`config.mk`:
```
export PLATFORM = sky130hd
export DESIGN_NAME = accum_reg_flat
export DESIGN_NICKNAME = d
export VERILOG_FILES = /design/src/rtl/accum_reg_if.sv /design/src/rtl/accum_reg.sv /design/src/flat_wrapper.sv
export SDC_FILE = /design/constraint.sdc
export NUM_CORES = 1
export LEC_CHECK = 0
export CAP_MARGIN = 20
export CORE_MARGIN = 10
export CORE_UTILIZATION = 35
export CTS_BUF_LIST = sky130_fd_sc_hd__clkbuf_4 sky130_fd_sc_hd__clkbuf_8
export DETAILED_ROUTE_END_ITERATION = 8
export PLACE_DENSITY_LB_ADDON = 0.15
export SLEW_MARGIN = 20
export SYNTH_ARGS = -nofsm -noshare
export SYNTH_HDL_FRONTEND = slang
export SYNTH_SLANG_ARGS = --single-unit
```
`constraint.sdc`:
```
create_clock -name Clk -period 2 [get_ports Clk]
set_input_delay 0.3 -clock Clk [delete_from_list [all_inputs] [get_ports Clk]]
set_output_delay 0.3 -clock Clk [all_outputs]
set_load 0.005 [all_outputs]
```
`src/rtl/accum_reg_if.sv`:
```
// rtl/accum_reg_if.sv - accumulator operand/command and result bundle
interface accum_reg_if #(
    parameter int W  = 8,
    parameter int CW = 4
);
    logic          En;
    logic          Sub;
    logic          Load;
    logic          Clear;
    logic [W-1:0]  D;
    logic [W-1:0]  Q;
    logic          Cout;
    logic          Ovf;
    logic          Valid;
    logic [CW-1:0] Count;

    // Driver side: issues commands and operands, observes results
    modport master (
        output En, Sub, Load, Clear, D,
        input  Q, Cout, Ovf, Valid, Count
    );

    // Accumulator side
    modport slave (
        input  En, Sub, Load, Clear, D,
        output Q, Cout, Ovf, Valid, Count
    );
endinterface

```
`src/rtl/accum_reg.sv`:
```
// rtl/accum_reg.sv - registered W-bit accumulator with carry/borrow, sticky overflow and op count (option: ACCUM_SATURATE_EN)
module accum_reg #(
    parameter int W  = 8,
    parameter int CW = 4
) (
    input  logic        Clk,
    input  logic        R,
    accum_reg_if.slave  bus
);
    logic [W-1:0]  q_r;
    logic          cout_r;
    logic          ovf_r;
    logic          valid_r;
    logic [CW-1:0] count_r;

    logic [W:0]    sum_ext;
    logic [W-1:0]  diff;
    logic          borrow;
    logic [W-1:0]  add_q;
    logic [W-1:0]  sub_q;
    logic [CW-1:0] count_inc;

    // Arithmetic results and saturating counter increment for this cycle
    always_comb begin
        sum_ext   = {1'b0, q_r} + {1'b0, bus.D};
        diff      = q_r - bus.D;
        borrow    = (q_r < bus.D);
`ifdef ACCUM_SATURATE_EN
        add_q     = sum_ext[W] ? {W{1'b1}} : sum_ext[W-1:0];
        sub_q     = borrow ? {W{1'b0}} : diff;
`else
        add_q     = sum_ext[W-1:0];
        sub_q     = diff;
`endif
        count_inc = (&count_r) ? count_r : count_r + 1'b1;
    end

    // State update with priority Clear > Load > En > hold
    always_ff @(posedge Clk or negedge R) begin
        if (!R) begin
            q_r     <= '0;
            cout_r  <= 1'b0;
            ovf_r   <= 1'b0;
            valid_r <= 1'b0;
            count_r <= '0;
        end else if (bus.Clear) begin
            q_r     <= '0;
            cout_r  <= 1'b0;
            ovf_r   <= 1'b0;
            valid_r <= 1'b1;
            count_r <= '0;
        end else if (bus.Load) begin
            q_r     <= bus.D;
            cout_r  <= 1'b0;
            valid_r <= 1'b1;
            count_r <= count_inc;
        end else if (bus.En) begin
            if (bus.Sub) begin
                q_r    <= sub_q;
                cout_r <= borrow;
                ovf_r  <= ovf_r | borrow;
            end else begin
                q_r    <= add_q;
                cout_r <= sum_ext[W];
                ovf_r  <= ovf_r | sum_ext[W];
            end
            valid_r <= 1'b1;
            count_r <= count_inc;
        end else begin
            valid_r <= 1'b0;
        end
    end

    assign bus.Q     = q_r;
    assign bus.Cout  = cout_r;
    assign bus.Ovf   = ovf_r;
    assign bus.Valid = valid_r;
    assign bus.Count = count_r;
endmodule

```
`src/flat_wrapper.sv`:
```
// flat-port wrapper written by rule: the top's interface ports become plain ports
module accum_reg_flat 
#(
    parameter int W  = 8,
    parameter int CW = 4
)
  (Clk, R, bus_En, bus_Sub, bus_Load, bus_Clear, bus_D, bus_Q, bus_Cout, bus_Ovf, bus_Valid, bus_Count);
  accum_reg_if #(.W(W), .CW(CW)) bus_i ();
  input  logic Clk;
  input  logic R;
  input wire logic [$bits(bus_i.En)-1:0] bus_En;
  input wire logic [$bits(bus_i.Sub)-1:0] bus_Sub;
  input wire logic [$bits(bus_i.Load)-1:0] bus_Load;
  input wire logic [$bits(bus_i.Clear)-1:0] bus_Clear;
  input wire logic [$bits(bus_i.D)-1:0] bus_D;
  output wire logic [$bits(bus_i.Q)-1:0] bus_Q;
  output wire logic [$bits(bus_i.Cout)-1:0] bus_Cout;
  output wire logic [$bits(bus_i.Ovf)-1:0] bus_Ovf;
  output wire logic [$bits(bus_i.Valid)-1:0] bus_Valid;
  output wire logic [$bits(bus_i.Count)-1:0] bus_Count;
  assign bus_i.En = bus_En;
  assign bus_i.Sub = bus_Sub;
  assign bus_i.Load = bus_Load;
  assign bus_i.Clear = bus_Clear;
  assign bus_i.D = bus_D;
  assign bus_Q = bus_i.Q;
  assign bus_Cout = bus_i.Cout;
  assign bus_Ovf = bus_i.Ovf;
  assign bus_Valid = bus_i.Valid;
  assign bus_Count = bus_i.Count;
  accum_reg #(.W(W), .CW(CW)) u_core (.Clk(Clk), .R(R), .bus(bus_i));
endmodule
```
Yosys cells after proc, flatten, opt, wreduce, memory -nomap -nowiden --
Cells that the tools add are included.
Word-level totals: register bits after elaboration 15, bits in latches 0, RAM bits 0, bits in read-only memories 0, input port bits 14, output and inout bits 15, logic and storage cells 35, memories kept 0
Operators by class: add/sub/neg operators 3, multipliers 0, div/mod/pow operators 0, order comparisons 1, eq/ne operators 1, shifts and indexed selects 0, mux-type cells 19, bitwise operators 2, reduce and logical (&&, ||, !) cells 4
Operators with widths (count):
- $mux W8 | 4
- $mux W4 | 4
- $mux W1 | 11
- $add A8 B8 Y9 | 1
- $lt A8 B8 Y1 | 1
- $sub A8 B8 Y8 | 1
- $add A4 B1 Y4 const B | 1
- $reduce_and A4 Y1 | 1
- $reduce_bool A3 Y1 | 1
- $ne A2 B1 Y1 const B | 1
- $or A1 B1 Y1 | 2
- $reduce_and A2 Y1 | 1
- $reduce_bool A2 Y1 | 1

Logic depth before layout (Yosys ltp) --
Gate-level depths: netlist of run 1.
word-level depth 6, depth in mapped cells 9, depth with buffers taken out 9

Worst setup path after synthesis of run 1 --
OpenSTA, ideal clock, no wires.
path kind flip-flop to flip-flop, start reg u_core.q_r[0], in the netlist u_core.bus.Q[0], end reg u_core.q_r[4], in the netlist u_core.bus.Q[4], setup time 0.142 ns, arrival 1.947 ns, data required time 1.858 ns, slack -0.089 ns, stages on the path, launching flop included 10, path buffers 0, period minus slack after synthesis 2.089 ns, path through dfrtp_1 -> inv_1 -> ha_1 -> fa_1 -> nand2b_1 -> a21boi_1 -> nor3_1 -> or4_1 -> nand3_1 -> a211oi_1
On the way: word-level cells in the longest chain between the ends 5, elaborated cells between the ends (all ways) 6, those cells by class 2 x add/sub; 4 x mux
Ends and longest elaborated chain:
- start: declaration | RTL line accum_reg.sv:10 | logic [W-1:0] q_r;
- start signal: assignment | RTL line accum_reg.sv:53 | q_r <= bus.D;
- start signal: assignment | RTL line accum_reg.sv:59 | q_r <= sub_q;
- start signal: assignment | RTL line accum_reg.sv:63 | q_r <= add_q;
- $add A8 B8 Y9 / $sub A8 B8 Y8 (equally long branches) | RTL line accum_reg.sv:25, accum_reg.sv:26
- $mux W8 * | RTL line accum_reg.sv:58 | if (bus.Sub) begin
- $mux W8 * | RTL line accum_reg.sv:57 | end else if (bus.En) begin
- $mux W8 * | RTL line accum_reg.sv:52 | end else if (bus.Load) begin
- $mux W8 * | RTL line accum_reg.sv:46 | end else if (bus.Clear) begin
Mark *: on every way between the ends. The rest lies on a longest branch, timed or not. The select of a mux whose other input is x is not followed. A chain may end at the register's enable or synchronous reset.

Final worst setup path of run 1 --
Ends and elaborated chain as after synthesis.

==> impl_metrics.ini, run 1 <==
[pwr]
power_leakage_nw = 0.965
worst_ir_drop_vdd_uv = 274
finalPower_mw = 1.13
pwr_density_cell_nw_per_um2 = 543

[setup_path]
critPathTopFamily = simple AND/OR/NAND/NOR gates
critPathMaxFanout = 3
rr_endpoint = u_core.bus.Q[4]
rrSetupSlack_ps = -30
required_ps = 2130
arrival_ps = 2170
endpoint_kind = flop
path_cells = ha_2, fa_2, nor2b_4, o21bai_1, a21oi_1, or4_1, nand3_1, a211oi_1
cp_slowest_stage_delay_ps = 470
start_kind = flop
critPathBufInv = 0
timing_worst_setup_path_type = reg2reg
rr_startpoint = u_core.bus.Q[0]
crit_slowest_cell = or4_1
reg2regPathDepth = 8

[synth]
syn_nets = 190
yosys_warnings = 0
async_flop_share_pct = 100
synth-seq-area-share_pct = 28.1
ys_types = 38
postSynthAreaPerCell_um2 = 8.52
syn_inst = 157
synthFlopType = dfrtp_1
synth_edf_count = 0
syn-cell-area_um2 = 1340
synth_seq_cells = 15

[sta]
slew_headroom_pct = 52.5
layout_setup_ws_ps = -30.6
setup_violations = 1
drv_slew = 0
hold_violations = 0
tightestPinTransition_ps = 710
fmax_mhz = 492
rsz0062_at_grt = yes
finClkSkew_ps = 1.51
fin_crit_sh_pct = 102
period_needed_ps = 2030

[global_route]
overflow = 0
grt_max_degree = 16
track_usage_pct = 12.9
antenna_found_initial = 0
grt_pass1_vias = 1466
grt_pass1_wl_um = 6930

[routing]
route.met2.wl_um = 2200
firstDrtPassIters = 4
drtIter0Drc = 85
met1_length_um = 1770
wl_met3_um = 243
highest_layer = met4
via_count = 1397
via_per_inst = 5.31
wire_per_inst_um = 16.2
drc_errors = 0
wl_um = 4270
ant_nets = 0

[cells_and_area]
fillers = 336
fin_nets = 249
num_antenna_cells = 0
final_cell_mix = buf_4 (32), clkdlybuf4s50_1 (23), inv_1 (17), dfrtp_1 (14), nor2_1 (12)
area_growth_pct = 55.8
drive_gt1_share_pct = 29.8
post-route-util_pct = 56.5
layout_commonest_cell = buf_4

[clock_network]
root_buffer = clkbuf_8
htreeDepth = 1
cts_tree = yes
clockBufferDepth = 2
insertion_delay_ps = 250
clock_sink_count = 15
clk_pin_slew_worst_paths_ps = 70
cts_buffers = 3

[floorplanning]
rows = 22
dieArea_um2 = 6690
core_um2 = 3690
ios = 29
die_h_um = 81.8
die_x_um = 81.8
initial_utilization_pct = 36.3

[outcome]
outcome = finished, violations left
violations = setup timing

[worst_hold_path]
hp-start = bus_D[2]
min_to = u_core.bus.Q[2]
holdPathStages = 4
hold_path.class = in2reg

[place]
io_buffers = 28
hpwl_um = 3280
routabilityCongestion = 0.901

[flow_run]
cap_violations = 0
[stage by stage]
step,TNS [ps],instance area (um^2),setup WS (ps),hold WS [ps],cells
after detailed placement,-3260,1880,-483,486,256
after global routing,-269,2080,-85.6,496,263
final,-30.6,2080,-30.6,450,263
after global placement,-2810,1880,-428,473,256
after floorplan,0,1350,5.80,4.41,157
after CTS,-48.5,2010,-48.5,500,263
[per-layer routing]
metal	GRT usage [%]	vias to the layer above
met1	15.4	663
met4	4.08	0
met3	2.95	6
li1	-	673
met2	22.4	55
met5	0	-
[area by class of cell]
class	count	area, um^2	share of cell area, %
clock inverter	1	5.00	0.240
clock buffer	3	41.3	1.98
multi-input combinational	116	1000	48.0
tap	48	60.1	2.88
inverter	20	75.1	3.60
sequential	15	377	18.1
timing repair buffer	60	526	25.2
[how the worst max path moves through the flow]
stage,from,to,slack [ps],depth (start not counted)
4_1_cts,u_core.bus.Q[0],u_core.bus.Q[4],-50,9
3_3_place_gp,bus_D[2],u_core.bus.Q[7],-430,9
3_5_place_dp,bus_D[0],u_core.bus.Q[4],-480,9
6_report,u_core.bus.Q[0],u_core.bus.Q[4],-30,8
5_1_grt,u_core.bus.Q[0],u_core.bus.Q[4],-90,8
2_1_floorplan,u_core.bus.Q[0],u_core.bus.Q[4],6,9
[cells by family (layout without fill, tap and decap cells)]
| family | after synthesis | in the layout | share of synthesized area (%) |
|---|---|---|---|
| xor+xnor | 7 | 7 | 4.58 |
| flops | 15 | 15 | 28.1 |
| simple gates | 37 | 37 | 14.0 |
| buf+inv | 26 | 84 | 7.58 |
| fa+ha+maj | 19 | 19 | 18.9 |
| compound gates | 51 | 51 | 25.3 |
| mux | 2 | 2 | 1.59 |
[registers in the layout, summed over array words and instances (netlist names)]
| signal | count |
|---|---|
| u_core.bus.Ovf | 1 |
| u_core.bus.Valid | 1 |
| u_core.bus.Count | 4 |
| u_core.bus.Cout | 1 |
| u_core.bus.Q | 8 |
[tightest hold or removal path, cell delays in order]
cell and delay [ps]:
dlymetal6s2s_1 120, buf_4 130, a21oi_1 50, nor2_1 70
[report_power, final]
part | leakage, nW | switching [mW] | internal (mW)
Clock | 0.0255 | 0.121 | 0.138
Sequential | 0.193 | 0.0286 | 0.329
Combinational | 0.747 | 0.235 | 0.280
[timing repair]
item | in CTS | in global routing
endpoints found under the hold margin | 0 | 0
pin swaps | 9 | 7
setup endpoints to repair | 7 | 8
setup buffers | 3 | 0
hold buffers | 0 | 0
gates resized for setup | 16 | 18
[cell usage after synthesis, types with 2 or more instances]
master / instances / area share, %
nand2b_1: 3 / 1.4
o22ai_1: 4 / 1.9
fa_1: 2 / 3.0
a31oi_1: 5 / 2.3
a21o_1: 3 / 1.7
o21bai_1: 4 / 2.2
o21ai_0: 6 / 2.2
nor2_1: 12 / 3.4
xor2_1: 3 / 2.0
inv_1: 20 / 5.6
xnor2_1: 4 / 2.6
dfrtp_1: 15 / 28
clkbuf_1: 3 / 0.84
buf_2: 2 / 0.75
ha_1: 17 / 16
nor2b_1: 4 / 1.9
nand2_1: 3 / 0.84
a211oi_1: 8 / 4.5
nand3_1: 2 / 0.75
a22oi_1: 3 / 1.7
nor3_1: 6 / 2.2
a21oi_1: 12 / 4.5
(Power assumes the default switching activity.)
==> run 2: changes to the inputs <==
--- a/config.mk
+++ b/config.mk
@@ -10,6 +10,7 @@
 export CORE_UTILIZATION = 35
 export CTS_BUF_LIST = sky130_fd_sc_hd__clkbuf_4 sky130_fd_sc_hd__clkbuf_8
 export DETAILED_ROUTE_END_ITERATION = 8
+export GPL_TIMING_DRIVEN = 1
 export PLACE_DENSITY_LB_ADDON = 0.15
 export SLEW_MARGIN = 20
 export SYNTH_ARGS = -nofsm -noshare
==> results of run 2 <==
The final DEF is identical to that of run 1; final timing and power are the same.
